### src/rtl/fp_operand_unpack_seq.sv
// Operand unpack sequencer: captures up to three single-precision operands and
// classifies/unpacks them one per cycle through a single shared fp_class.

module fp_class #(
    parameter int NEXP = 8,
    parameter int NSIG = 23
) (
    input  logic [NEXP+NSIG:0]      op,
    output logic [9:0]              flags,
    output logic signed [NEXP+1:0]  exp,
    output logic [NSIG:0]           sig
);
    localparam int EW   = NEXP + 2;
    localparam int SW   = NSIG + 1;
    localparam int LZW  = $clog2(NSIG + 1);
    localparam int BIAS = (1 << (NEXP - 1)) - 1;

    logic            sgn;
    logic [NEXP-1:0] e;
    logic [NSIG-1:0] f;
    logic            e_max, e_zero, f_zero;
    logic            is_nan, is_inf, is_zero, is_sub, is_norm;
    logic [LZW-1:0]  lz;

    assign sgn = op[NEXP+NSIG];
    assign e   = op[NEXP+NSIG-1:NSIG];
    assign f   = op[NSIG-1:0];

    assign e_max   = &e;
    assign e_zero  = ~|e;
    assign f_zero  = ~|f;
    assign is_nan  = e_max & ~f_zero;
    assign is_inf  = e_max & f_zero;
    assign is_zero = e_zero & f_zero;
    assign is_sub  = e_zero & ~f_zero;
    assign is_norm = ~e_max & ~e_zero;

    // Quiet/signalling NaN is decided by the top fraction bit; the rest are split by sign.
    always_comb begin
        flags    = '0;
        flags[0] = is_nan & ~f[NSIG-1];
        flags[1] = is_nan & f[NSIG-1];
        flags[2] = is_inf & ~sgn;
        flags[3] = is_inf & sgn;
        flags[4] = is_zero & ~sgn;
        flags[5] = is_zero & sgn;
        flags[6] = is_sub & ~sgn;
        flags[7] = is_sub & sgn;
        flags[8] = is_norm & ~sgn;
        flags[9] = is_norm & sgn;
    end

    // Leading-zero count of the fraction; the highest set bit wins.
    always_comb begin
        lz = '0;
        for (int i = 0; i < NSIG; i++) begin
            if (f[i]) begin
                lz = LZW'(NSIG - 1 - i);
            end
        end
    end

    // Subnormals are renormalised so the leading one lands in the hidden-bit position.
    always_comb begin
        exp = $signed({2'b00, e});
        sig = {1'b1, f};
        if (is_norm) begin
            exp = $signed({2'b00, e}) - $signed(EW'(BIAS));
        end else if (is_sub) begin
            exp = -$signed(EW'(BIAS)) - $signed(EW'(lz));
            sig = SW'({1'b0, f} << (lz + 1'b1));
        end
    end
endmodule

module fp_operand_unpack_seq #(
    parameter int NEXP = 8,
    parameter int NSIG = 23,
    parameter int TAGW = 5
) (
    input  logic                    clk,
    input  logic                    rst_n,
    input  logic                    flush,
    input  logic                    in_valid,
    output logic                    in_ready,
    input  logic [1:0]              in_nops,
    input  logic [NEXP+NSIG:0]      in_a,
    input  logic [NEXP+NSIG:0]      in_b,
    input  logic [NEXP+NSIG:0]      in_c,
    input  logic [TAGW-1:0]         in_tag,
    output logic                    out_valid,
    input  logic                    out_ready,
    output logic [TAGW-1:0]         out_tag,
    output logic [1:0]              out_nops,
    output logic [9:0]              out_flags_a,
    output logic [9:0]              out_flags_b,
    output logic [9:0]              out_flags_c,
    output logic signed [NEXP+1:0]  out_exp_a,
    output logic signed [NEXP+1:0]  out_exp_b,
    output logic signed [NEXP+1:0]  out_exp_c,
    output logic [NSIG:0]           out_sig_a,
    output logic [NSIG:0]           out_sig_b,
    output logic [NSIG:0]           out_sig_c,
    output logic                    out_snan_any,
    output logic                    out_nan_any
);
    localparam int W  = NEXP + NSIG + 1;
    localparam int EW = NEXP + 2;
    localparam int SW = NSIG + 1;

    typedef enum logic [1:0] {
        IDLE = 2'd0,
        CLS  = 2'd1,
        DONE = 2'd2
    } state_t;

    state_t          state, state_nx;
    logic [W-1:0]    op_a, op_b, op_c, cls_op;
    logic [TAGW-1:0] tag_q;
    logic [1:0]      nops_q, idx, nops_eff;
    logic [9:0]      flags_q [3];
    logic [EW-1:0]   exp_q [3];
    logic [SW-1:0]   sig_q [3];
    logic            snan_q, nan_q;
    logic [9:0]      cls_flags;
    logic signed [EW-1:0] cls_exp;
    logic [SW-1:0]   cls_sig;
    logic            accept, last;

    assign accept   = in_valid & in_ready;
    assign last     = (idx == nops_q - 2'd1);
    assign nops_eff = (in_nops == 2'd0) ? 2'd1 : in_nops;

    always_comb begin
        case (idx)
            2'd0:    cls_op = op_a;
            2'd1:    cls_op = op_b;
            default: cls_op = op_c;
        endcase
    end

    fp_class #(
        .NEXP (NEXP),
        .NSIG (NSIG)
    ) u_class (
        .op    (cls_op),
        .flags (cls_flags),
        .exp   (cls_exp),
        .sig   (cls_sig)
    );

    always_ff @(posedge clk) begin
        if (!rst_n) begin
            state <= IDLE;
        end else begin
            state <= state_nx;
        end
    end

    // Flush overrides every transition, including a DONE hand-off into a new request.
    always_comb begin
        state_nx = state;
        case (state)
            IDLE:    if (accept) state_nx = CLS;
            CLS:     if (last) state_nx = DONE;
            DONE:    if (out_ready) state_nx = accept ? CLS : IDLE;
            default: state_nx = IDLE;
        endcase
        if (flush) begin
            state_nx = IDLE;
        end
    end

    always_comb begin
        in_ready  = 1'b0;
        out_valid = 1'b0;
        case (state)
            IDLE: in_ready = ~flush;
            DONE: begin
                out_valid = 1'b1;
                in_ready  = out_ready & ~flush;
            end
            default: ;
        endcase
    end

    // Capture wipes every slot so unused ones read as zero; CLS fills one slot per cycle.
    always_ff @(posedge clk) begin
        if (!rst_n) begin
            op_a   <= '0;
            op_b   <= '0;
            op_c   <= '0;
            tag_q  <= '0;
            nops_q <= '0;
            idx    <= '0;
            snan_q <= 1'b0;
            nan_q  <= 1'b0;
            for (int s = 0; s < 3; s++) begin
                flags_q[s] <= '0;
                exp_q[s]   <= '0;
                sig_q[s]   <= '0;
            end
        end else if (accept) begin
            op_a   <= in_a;
            op_b   <= in_b;
            op_c   <= in_c;
            tag_q  <= in_tag;
            nops_q <= nops_eff;
            idx    <= '0;
            snan_q <= 1'b0;
            nan_q  <= 1'b0;
            for (int s = 0; s < 3; s++) begin
                flags_q[s] <= '0;
                exp_q[s]   <= '0;
                sig_q[s]   <= '0;
            end
        end else if (state == CLS && !flush) begin
            for (int s = 0; s < 3; s++) begin
                if (idx == 2'(s)) begin
                    flags_q[s] <= cls_flags;
                    exp_q[s]   <= cls_exp;
                    sig_q[s]   <= cls_sig;
                end
            end
            snan_q <= snan_q | cls_flags[0];
            nan_q  <= nan_q | cls_flags[0] | cls_flags[1];
            if (!last) begin
                idx <= idx + 2'd1;
            end
        end
    end

    assign out_tag      = tag_q;
    assign out_nops     = nops_q;
    assign out_flags_a  = flags_q[0];
    assign out_flags_b  = flags_q[1];
    assign out_flags_c  = flags_q[2];
    assign out_exp_a    = exp_q[0];
    assign out_exp_b    = exp_q[1];
    assign out_exp_c    = exp_q[2];
    assign out_sig_a    = sig_q[0];
    assign out_sig_b    = sig_q[1];
    assign out_sig_c    = sig_q[2];
    assign out_snan_any = snan_q;
    assign out_nan_any  = nan_q;
endmodule

### config.mk
export PLATFORM = sky130hd
export DESIGN_NAME = fp_operand_unpack_seq
export DESIGN_NICKNAME = d
export VERILOG_FILES = /design/src/rtl/fp_operand_unpack_seq.sv
export SDC_FILE = /design/constraint.sdc
export NUM_CORES = 1
export LEC_CHECK = 0
export BUFFER_PORTS_ARGS = -buffer_cell sky130_fd_sc_hd__buf_4
export CORE_MARGIN = 2
export CORE_UTILIZATION = 55
export CTS_BUF_LIST = sky130_fd_sc_hd__clkbuf_4 sky130_fd_sc_hd__clkbuf_8
export CTS_CLUSTER_SIZE = 28
export DETAILED_ROUTE_END_ITERATION = 10
export GPL_TIMING_DRIVEN = 0
export PLACE_DENSITY = 0.81
export SYNTH_ARGS = -nofsm -noshare
export SYNTH_HDL_FRONTEND = slang
export SYNTH_SLANG_ARGS = --single-unit
### constraint.sdc
create_clock -name clk -period 7.4 [get_ports clk]
set_input_delay 0.37 -clock clk [delete_from_list [all_inputs] [get_ports clk]]
set_output_delay 0.37 -clock clk [all_outputs]
set_load 0.02 [all_outputs]
==> impl_metrics.json <==
{
  "yosysWarnings": 0,
  "holdPathStages": 2,
  "post-synth-top-area-cell": "edfxtp_1",
  "die_height_um": 147,
  "gp_congestion": 0.958,
  "clk_pin_slew_worst_paths_ns": 0.07,
  "min_path_type": "in2reg",
  "cpMostUsedCell": "inv_1",
  "setup_viol": 0,
  "crit_path_start_kind": "flip-flop",
  "dr.pass1.iters": 5,
  "numPortBuffers": 249,
  "crit_fanout": 10,
  "syn_nets": 1239,
  "async_reset_ff_frac": 0,
  "worstPathRequired_ns": 7.61,
  "clock_sinks": 238,
  "clock_path_buffers": 3,
  "num-nets-final": 1531,
  "initial_utilization": 0.557,
  "path_cells": "inv_1 > ha_1 > buf_6 > buf_2 > a22oi_1 > nand2_1 > a311oi_1 > nor3_1 > o311a_1 > o311ai_0 > a311oi_1 > o21ai_0 > inv_1 > ha_1 > clkbuf_1 > inv_1 > clkbuf_1 > mux4_2 > a211oi_1 > mux2i_1 > a31oi_1 > o22ai_1",
  "vdd_ir_drop_max_mv": 0.144,
  "slew_headroom": 0.157,
  "fin_crit_ns": 7.15,
  "clock_latency_ns": 0.54,
  "timing.final.crit_share": 0.966,
  "finalSetupTns_ns": 0,
  "fmaxAchievable_mhz": 140,
  "synth_area_mm2": 0.0112,
  "yosys.cell_types.count": 79,
  "dpl_cell_area_mm2": 0.0135,
  "drive_gt1_frac": 0.261,
  "die_w_um": 147,
  "grt_pass1_vias": 9517,
  "row_count": 52,
  "synth_seq_area_share": 0.539,
  "cpPeakStageDelay_ns": 0.73,
  "wl_per_cell_um": 19.9,
  "leakage_nw": 5.80,
  "worst_pin_slew_ns": 1.26,
  "avgSynthCellArea_um2": 10.0,
  "fillCellCount": 1570,
  "setup.worst_path.class": "reg2reg",
  "grt-ovfl-total": 0,
  "drt-initial-drc-count": 942,
  "endpoint_kind": "flip-flop",
  "cp_slowest_cell": "a211oi_1",
  "totalPowerFinal_mw": 3.66,
  "synth_edf_count": 129,
  "grtUsageTotal": 0.308,
  "cap_violations": 0,
  "cts_buffers": 38,
  "path_delay_family": "compound AO/OA/AOI/OAI gates",
  "cts_tree": "yes",
  "grt_first_pass_wirelength_mm": 52.2,
  "worst-path-stages": 22,
  "rr_worst_depth": 22,
  "grt_max_degree": 38,
  "synth_top_area_frac": 0.345,
  "rsz0062_at_grt": "no",
  "synth_cells": 1123,
  "wirelength_mm": 34.1,
  "dieArea_mm2": 0.0216,
  "synth_area_leaders": "edfxtp_1 34%, dfxtp_1 19%, nand2_1 8.6%",
  "routed-via-count": 10100,
  "fin_area_mm2": 0.0143,
  "core_mm2": 0.0202,
  "finalHoldViolCount": 0,
  "path_buf_inv": 7,
  "ys_ff_latch": 238,
  "synthToLayoutAreaGrowth_pct": 27.4,
  "status": "finished clean",
  "ant_nets": 0,
  "ys.flop_type": "edfxtp_1",
  "cts_root_buf": "clkbuf_8",
  "cp.arrival_ns": 7.36,
  "place_hpwl_mm": 25.9,
  "p_per_area_mw_per_mm2": 256,
  "slew_violations": 0,
  "diodes": 0,
  "htree_levels": 2,
  "ios": 251,
  "via_per_inst": 5.88,
  "final.setup_skew_ns": 0.0212,
  "antenna_found_initial": 0,
  "drc": 0
}
## cells by family (layout without fill, tap and decap cells)
family | after synthesis | count (layout) | share of synthesized area
XOR/XNOR | 8 | 8 | 0.00690
adder cells (fa/ha/maj) | 8 | 8 | 0.00891
multiplexers | 24 | 24 | 0.0295
AND/OR/NAND/NOR | 409 | 409 | 0.152
AO/OA/AOI/OAI | 340 | 340 | 0.224
buffers and inverters | 96 | 414 | 0.0400
flip-flops | 238 | 238 | 0.539
## sequential cells by signal (all words and copies together) (netlist names)
register      count
op_c             32
op_a             32
state             2
out_tag           5
sig_q            72
out_snan_any      1
out_nan_any       1
op_b             32
flags_q          30
exp_q            27
idx               2
out_nops          2
## through the flow
stage	setup slack, ns	util	cells	hold WS (ns)
2_1_floorplan	2.27	-	1123	0.438
3_3_place_gp	0.463	0.667	1642	0.446
3_5_place_dp	0.473	0.670	1645	0.456
4_1_cts	0.442	0.710	1711	0.00817
5_1_grt	0.0779	0.710	1711	0.0214
6_report	0.251	0.710	1711	0.0165
## cell usage after synthesis (all sizes together) (8+ instances only)
master,n
a211oi,10
a21boi,103
a21o,20
a21oi,64
a22o,26
a22oi,13
buf,31
clkbuf,53
dfxtp,109
edfxtp,129
ha,8
inv,11
mux2i,14
nand2,259
nand3,18
nor2,74
nor3,20
o21ai,25
o22ai,10
## path summary, 6_finish.rpt
check / slack [ns] / start / endpoint
worst min-delay path: 0.02 / flush / state[1]
worst max register to register: 0.25 / idx[0] / sig_q[0][69]
worst max-delay path: 0.25 / idx[0] / sig_q[0][69]
worst min register to register: 0.46 / op_c[4] / op_c[4]
## area by class of cell
cell class / count / area, um2 / share of cell area
clock inverters: 13 / 116 / 0.00812
multi-input cells: 789 / 4740 / 0.331
plain buffers: 84 / 399 / 0.0279
inverters: 12 / 50.0 / 0.00349
repair buffers: 252 / 1930 / 0.135
flip-flops and latches: 238 / 6060 / 0.423
well taps: 270 / 338 / 0.0236
clock buffers: 53 / 692 / 0.0483
## timing repair
action,in CTS,in global routing
hold buffers,0,0
hold endpoints to repair,0,0
setup buffers,0,0
endpoints found under the setup margin,0,9
resized for setup,0,1
## placed cells by master (no fill, tap or decap), drive strengths merged, types with 6 or more instances in the layout
cell	count
buf	283
o221ai	6
a21boi	103
ha	8
a31oi	6
a211oi	10
o31ai	6
nand2	259
a22o	26
a221oi	7
mux2i	14
nor3	20
mux4	7
inv	13
o21ai	25
a22oi	13
nor2	74
nand3	18
clkinv	10
a21oi	64
o22ai	10
xnor2	7
clkbuf	106
edfxtp	129
dfxtp	109
a21o	20
## layer usage
metal | part of all wire | up-vias | GRT usage
met5 | 0 | - | 0
met4 | 0.044 | 0 | 0.132
met3 | 0.083 | 103 | 0.0553
met2 | 0.46 | 572 | 0.507
met1 | 0.41 | 4731 | 0.406
li1 | - | 4661 | -
## power breakdown
part           leakage [nW]  internal, mW  total [mW]  switching, mW
clock network         0.426         0.675        1.18          0.504
logic                  3.11         0.349       0.994          0.644
registers              2.27          1.46        1.49         0.0291
total                  5.80          2.48        3.66           1.18
(Power assumes the default switching activity.)
